### src/rtl/fetch_stage_if.sv
// Handshake bundle between the fetch stage, its instruction ROM and decode.
// The master side is the fetch stage; the slave side is the ROM/decode/control environment.
interface fetch_stage_if #(
    parameter int ROM_ADDR_BITS = 16
);
    logic [ROM_ADDR_BITS-1:0] rom_address;
    logic [31:0]              rom_data;
    logic                     stall;
    logic                     redirect_valid;
    logic [31:0]              redirect_target;
    logic                     halt;
    logic                     if_valid;
    logic [31:0]              if_pc;
    logic [31:0]              if_instr;
    logic                     if_fault;

    modport master (
        output rom_address,
        input  rom_data,
        input  stall,
        input  redirect_valid,
        input  redirect_target,
        input  halt,
        output if_valid,
        output if_pc,
        output if_instr,
        output if_fault
    );

    modport slave (
        input  rom_address,
        output rom_data,
        output stall,
        output redirect_valid,
        output redirect_target,
        output halt,
        input  if_valid,
        input  if_pc,
        input  if_instr,
        input  if_fault
    );
endinterface

### src/rtl/fetch_stage.sv
// Instruction-fetch stage: owns the PC, reads the ROM combinationally and registers
// {pc, instruction} into the IF/ID register, honouring stall, redirect, halt and fetch faults.
module fetch_stage #(
    parameter logic [31:0] RESET_PC      = 32'h0000_0000,
    parameter int          ROM_ADDR_BITS = 16,
    parameter logic [31:0] NOP_WORD      = 32'h0000_0013
) (
    input  logic                 clk,
    input  logic                 reset,
    fetch_stage_if.master        bus
);
    typedef enum logic [1:0] {
        BOOT   = 2'b00,
        RUN    = 2'b01,
        HALTED = 2'b10
    } state_t;

    state_t      r_state;
    logic [31:0] r_pc;
    logic        r_if_valid;
    logic [31:0] r_if_pc;
    logic [31:0] r_if_instr;
    logic        r_if_fault;

    state_t      w_state_nxt;
    logic [31:0] w_pc_nxt;
    logic        w_if_valid_nxt;
    logic [31:0] w_if_pc_nxt;
    logic [31:0] w_if_instr_nxt;
    logic        w_if_fault_nxt;
    logic        w_fault;
    logic [31:0] w_redirect_pc;

    // Any PC bit above the ROM window means the address lies outside the ROM.
    function automatic logic pc_out_of_range(input logic [31:0] pc);
        logic [31:0] upper;
        upper = pc >> ROM_ADDR_BITS;
        return (upper != 32'h0000_0000);
    endfunction

    assign w_fault       = pc_out_of_range(r_pc);
    assign w_redirect_pc = {bus.redirect_target[31:2], 2'b00};

    // Next-state, next-PC and IF/ID update; hold everything unless an event says otherwise.
    always_comb begin
        w_state_nxt    = r_state;
        w_pc_nxt       = r_pc;
        w_if_valid_nxt = r_if_valid;
        w_if_pc_nxt    = r_if_pc;
        w_if_instr_nxt = r_if_instr;
        w_if_fault_nxt = r_if_fault;
        case (r_state)
            BOOT: begin
                w_state_nxt = RUN;
                if (bus.redirect_valid) begin
                    w_pc_nxt = w_redirect_pc;
                end else begin
                    w_pc_nxt = r_pc;
                end
            end
            RUN: begin
                if (bus.redirect_valid) begin
                    w_pc_nxt       = w_redirect_pc;
                    w_if_valid_nxt = 1'b0;
                end else if (bus.halt) begin
                    w_state_nxt    = HALTED;
                    w_if_valid_nxt = 1'b0;
                end else if (bus.stall) begin
                    w_state_nxt    = RUN;
                end else begin
                    w_if_valid_nxt = 1'b1;
                    w_if_pc_nxt    = r_pc;
                    w_if_instr_nxt = w_fault ? NOP_WORD : bus.rom_data;
                    w_if_fault_nxt = w_fault;
                    w_pc_nxt       = r_pc + 32'd4;
                end
            end
            HALTED: begin
                if (bus.redirect_valid) begin
                    w_state_nxt    = RUN;
                    w_pc_nxt       = w_redirect_pc;
                    w_if_valid_nxt = 1'b0;
                end else begin
                    w_if_valid_nxt = 1'b0;
                end
            end
            default: begin
                w_state_nxt    = BOOT;
                w_pc_nxt       = RESET_PC;
                w_if_valid_nxt = 1'b0;
            end
        endcase
    end

    // State, PC and IF/ID pipeline register.
    always_ff @(posedge clk) begin
        if (reset) begin
            r_state    <= BOOT;
            r_pc       <= RESET_PC;
            r_if_valid <= 1'b0;
            r_if_pc    <= 32'h0000_0000;
            r_if_instr <= NOP_WORD;
            r_if_fault <= 1'b0;
        end else begin
            r_state    <= w_state_nxt;
            r_pc       <= w_pc_nxt;
            r_if_valid <= w_if_valid_nxt;
            r_if_pc    <= w_if_pc_nxt;
            r_if_instr <= w_if_instr_nxt;
            r_if_fault <= w_if_fault_nxt;
        end
    end

    assign bus.rom_address = r_pc[ROM_ADDR_BITS-1:0];
    assign bus.if_valid    = r_if_valid;
    assign bus.if_pc       = r_if_pc;
    assign bus.if_instr    = r_if_instr;
    assign bus.if_fault    = r_if_fault;
endmodule

### src/flat_wrapper.sv
// flat-port wrapper written by rule: the top's interface ports become plain ports
module fetch_stage_flat 
#(
    parameter logic [31:0] RESET_PC      = 32'h0000_0000,
    parameter int          ROM_ADDR_BITS = 16,
    parameter logic [31:0] NOP_WORD      = 32'h0000_0013
)
  (clk, reset, bus_rom_address, bus_rom_data, bus_stall, bus_redirect_valid, bus_redirect_target, bus_halt, bus_if_valid, bus_if_pc, bus_if_instr, bus_if_fault);
  fetch_stage_if #(.ROM_ADDR_BITS(ROM_ADDR_BITS)) bus_i ();
  input  logic clk;
  input  logic reset;
  output wire logic [$bits(bus_i.rom_address)-1:0] bus_rom_address;
  input wire logic [$bits(bus_i.rom_data)-1:0] bus_rom_data;
  input wire logic [$bits(bus_i.stall)-1:0] bus_stall;
  input wire logic [$bits(bus_i.redirect_valid)-1:0] bus_redirect_valid;
  input wire logic [$bits(bus_i.redirect_target)-1:0] bus_redirect_target;
  input wire logic [$bits(bus_i.halt)-1:0] bus_halt;
  output wire logic [$bits(bus_i.if_valid)-1:0] bus_if_valid;
  output wire logic [$bits(bus_i.if_pc)-1:0] bus_if_pc;
  output wire logic [$bits(bus_i.if_instr)-1:0] bus_if_instr;
  output wire logic [$bits(bus_i.if_fault)-1:0] bus_if_fault;
  assign bus_rom_address = bus_i.rom_address;
  assign bus_i.rom_data = bus_rom_data;
  assign bus_i.stall = bus_stall;
  assign bus_i.redirect_valid = bus_redirect_valid;
  assign bus_i.redirect_target = bus_redirect_target;
  assign bus_i.halt = bus_halt;
  assign bus_if_valid = bus_i.if_valid;
  assign bus_if_pc = bus_i.if_pc;
  assign bus_if_instr = bus_i.if_instr;
  assign bus_if_fault = bus_i.if_fault;
  fetch_stage #(.RESET_PC(RESET_PC), .ROM_ADDR_BITS(ROM_ADDR_BITS), .NOP_WORD(NOP_WORD)) u_core (.clk(clk), .reset(reset), .bus(bus_i));
endmodule
### config.mk
export PLATFORM = sky130hd
export DESIGN_NAME = fetch_stage_flat
export DESIGN_NICKNAME = d
export VERILOG_FILES = /design/src/rtl/fetch_stage_if.sv /design/src/rtl/fetch_stage.sv /design/src/flat_wrapper.sv
export SDC_FILE = /design/constraint.sdc
export NUM_CORES = 1
export LEC_CHECK = 0
export CAP_MARGIN = 20
export CORE_UTILIZATION = 50
export CTS_CLUSTER_DIAMETER = 120
export DETAILED_ROUTE_END_ITERATION = 10
export DONT_BUFFER_PORTS = 1
export GPL_TIMING_DRIVEN = 0
export SYNTH_ARGS = -nofsm -noshare
export SYNTH_HDL_FRONTEND = slang
export SYNTH_SLANG_ARGS = --single-unit
### constraint.sdc
create_clock -name clk -period 5.4 [get_ports clk]
set_input_delay 0.81 -clock clk [delete_from_list [all_inputs] [get_ports clk]]
set_output_delay 0.81 -clock clk [all_outputs]
set_load 0.05 [all_outputs]
==> results.md <==
* met2 — GRT Max-Usage Layer
* 0.422 GHz — Fmax
* 0 — number of enable-type register cells in the synthesized netlist
* 0 — number of cells upsized or downsized after cts
* 3.03 ns — minimum setup slack among reg-to-reg paths
* reg -> reg — Critical Setup Path Class
* 2.63 ns — arrival time reported for the critical path endpoint
* 0.877 — GPL Wtd Cong
* 44.5% — portion of the post-synthesis area used by sequential elements
* 43.9% — post-route clock period utilization
* 55 — Unique masters post-synth
* 95.0 um — horizontal extent of the die
* u_core.r_pc[2]$_SDFFE_PP0P_ — startpoint of the worst setup timing path
* 0 — IO Port Bufs
* 0 — Setup Fix Bufs, Post-CTS
* 0.00159 uW — leakage power of the design
* 0 — number of diodes added for antenna fixing
* 17.9 um — routed length per instance
* 33 — # rows
* 662 — Cell Count Post-Placement
* sky130_fd_sc_hd__nand2_1 — most repeated cell in the gate-level netlist after synthesis
* 678 — Post-Layout Cell Count
* 0 — initial antenna violation count
* 184 — drt first-iter violations
* 9 — CTS buffer count
* u_core.r_pc[24]$_SDFFE_PP0P_ — crit path capture
* 26.6% — overall track demand over capacity in global routing
* 638 — net total in the final layout
* 44.5% — area share of the leading cell type in the synthesized netlist
* 18,100 um — global-route wire length before repair
* 8.20% — layout cells sized above 1
* 9020 um^2 — Die Area
* 4320 um^2 — cell area after synthesis
* 7.33% — met3 Use GR
* 3 — Clock H-tree levels
* u_core.r_pc[24]$_SDFFE_PP0P_ — endpoint of the most critical register-to-register path
* 0% — async set-or-reset flop fraction in the synthesized netlist
* 2 — clock buffer depth
* 0 — DRC errors left
* 52.1% — Initial Utilization
* complete, no violations — outcome
* 6 — Worst R2R Path Depth
* 5.66 ns — data required time of the worst path
* register — critical path capture point type
* 9 — critical path peak fanout
* sky130_fd_sc_hd__dfxtp_1 — prevailing post-synth register cell
* yes — clock tree from TritonCTS
* 56.0% — final core utilization
* register — startpoint type of the worst setup path
* 8890 um — HPWL after detailed placement
* reg -> reg — worst hold path type
* 96 — number of clock sinks
* 0 — Yosys warning count
* 838 — fill cell count
* 0 — max-cap violations
* 7.50% — growth of design area from synthesis to finish
* sky130_fd_sc_hd__clkbuf_8 — clock tree root driver cell
* 0.783 ns — Worst Max-Slew Pin Slew
* no — unrepaired setup endpoints after global routing
* 7.80 um^2 — mean post-synth cell area
* 12,200 um — sum of routed wire length over all layers
* 0 — hold violation count in the final report
* 5 — total iterations of the first detailed-routing run
* sky130_fd_sc_hd__dfxtp_1 (44%), sky130_fd_sc_hd__nand2_1 (13%), sky130_fd_sc_hd__a21oi_1 (8.3%) — Synth area leaders
* 0 — final-report setup violation count
* 0.124 mV — worst ir drop on vdd
* 151 — number of top-level pins
* sky130_fd_sc_hd__nand2_1 (149), sky130_fd_sc_hd__dfxtp_1 (96), sky130_fd_sc_hd__a21oi_1 (72) — most common library cells after synthesis
* 0.00952 ns — final setup skew
* 2.37 ns — Final Critical Period
* 0.37 ns — clk_lat worst skew
* 18 — largest net degree at the start of global routing
* 0 — number of hold-repair buffers added at the cts stage
* u_core.r_pc[2]$_SDFFE_PP0P_ — R2R Path Start
* 96 — number of synthesized register bits
* sky130_fd_sc_hd__dfxtp_1 — largest area contributor in the netlist
* 3,987 — Vias
* 554 — Synth Instances
* 0.09 ns — clock-pin transition on the worst setup and hold timing paths
* 32.6% — global routing usage on met1
* 47.3% — worst slew margin relative to its limit
* 3,531 — via count of the first global-routing pass
* 305 nW/um^2 — Pwr per Cell Area
* 0 — total congestion overflow
* 1420 uW — Final Total Pwr
* 0 ns — setup_tns
* 8300 um^2 — Core ar.
* 44.3% — routing usage on met2
* 5.88 — vias per cell
* u_core.r_pc[25]$_SDFFE_PP0P_ — launch point of the worst hold path
* 0 — antenna viol nets, final
* 95.0 um — Chip Height
* 0 — Max Slew Vio Count
[area by class of cell]
cell class / count / area [um^2] / area share, %
flip-flops and latches: 96 / 1920 / 41.4
clock buffers: 10 / 128 / 2.75
plain buffers: 52 / 269 / 5.79
well taps: 105 / 131 / 2.83
inverters: 6 / 22.5 / 0.485
clock inverters: 6 / 53.8 / 1.16
multi-input cells: 403 / 2120 / 45.6
[logic make-up after synthesis]
family                   Yosys count  share of synthesized area (%)
buffers and inverters             58                           6.75
AND/OR/NAND/NOR                  242                           25.5
other                              1                         0.0868
adder cells (fa/ha/maj)            1                          0.290
flip-flops                        96                           44.5
XOR/XNOR                           9                           1.82
AO/OA/AOI/OAI                    147                           21.0
[power by group]
| part | internal [uW] | leakage [uW] | switching, uW |
|---|---|---|---|
| registers | 734 | 0.000783 | 64.9 |
| logic | 56.5 | 0.000720 | 115 |
| clock network | 175 | 0.0000825 | 272 |
[sequential cells by signal, summed over array words and instances, names as in the netlist]
register / cells
u_core.bus.if_fault: 1
u_core.bus.if_instr: 32
u_core.r_pc: 30
u_core.bus.if_pc: 30
u_core.bus.if_valid: 1
u_core.r_state: 2
[through the flow]
| stage | hold slack [ns] | instance area [um^2] | setup slack (ns) |
|---|---|---|---|
| 6_report | 0.511 | 4640 | 3.03 |
| 5_1_grt | 0.522 | 4640 | 2.89 |
| 4_1_cts | 0.507 | 4640 | 3.05 |
| 3_5_place_dp | 0.498 | 4460 | 2.88 |
| 3_3_place_gp | 0.496 | 4460 | 2.92 |
| 2_1_floorplan | 0.454 | 4330 | 3.29 |
[worst min-delay path by stage]
stage,endpoint,slack (ns),cells after the start
6_report,u_core.bus.if_pc[25]$_SDFFE_PP0P_,0.51,2
5_1_grt,u_core.r_pc[8]$_SDFFE_PP0P_,0.52,1
4_1_cts,u_core.bus.if_pc[25]$_SDFFE_PP0P_,0.51,2
3_5_place_dp,u_core.bus.if_pc[26]$_SDFFE_PP0P_,0.50,2
3_3_place_gp,u_core.bus.if_pc[26]$_SDFFE_PP0P_,0.50,2
2_1_floorplan,u_core.bus.if_pc[26]$_SDFFE_PP0P_,0.45,2
[cell usage in the layout, fill, tap and decap left out, types with 4 or more instances in the layout]
cell type and instances:
sky130_fd_sc_hd__nor4_1 6, sky130_fd_sc_hd__conb_1 4, sky130_fd_sc_hd__nand4_1 9, sky130_fd_sc_hd__o21ai_0 22, sky130_fd_sc_hd__buf_1 6, sky130_fd_sc_hd__inv_1 5, sky130_fd_sc_hd__nand2b_1 6, sky130_fd_sc_hd__nor2b_1 4
sky130_fd_sc_hd__xnor2_1 7, sky130_fd_sc_hd__nand2_1 149, sky130_fd_sc_hd__buf_4 18, sky130_fd_sc_hd__clkbuf_8 9, sky130_fd_sc_hd__o221ai_1 4, sky130_fd_sc_hd__buf_2 5, sky130_fd_sc_hd__a31oi_1 4, sky130_fd_sc_hd__nor3_1 9
sky130_fd_sc_hd__nor2_1 24, sky130_fd_sc_hd__a211oi_1 8, sky130_fd_sc_hd__dfxtp_1 96, sky130_fd_sc_hd__a21oi_1 72, sky130_fd_sc_hd__nand3_1 9, sky130_fd_sc_hd__clkbuf_1 24, sky130_fd_sc_hd__and4_1 4, sky130_fd_sc_hd__and3_1 8
[worst max-delay path, stage by stage, from the launching register on]
cell	delay [ns]
sky130_fd_sc_hd__dfxtp_1	0.52
sky130_fd_sc_hd__ha_1	0.32
sky130_fd_sc_hd__and3_1	0.19
sky130_fd_sc_hd__nand4_1	0.37
sky130_fd_sc_hd__or3_1	0.59
sky130_fd_sc_hd__o221ai_1	0.20
sky130_fd_sc_hd__nor2_1	0.06
[per-layer routing]
layer / vias up / wire length [um]
met1: 1885 / 5170
met3: 17 / 909
met4: 0 / 234
li1: 1940 / -
met2: 145 / 5840
met5: - / 0
(Power assumes the default switching activity.)
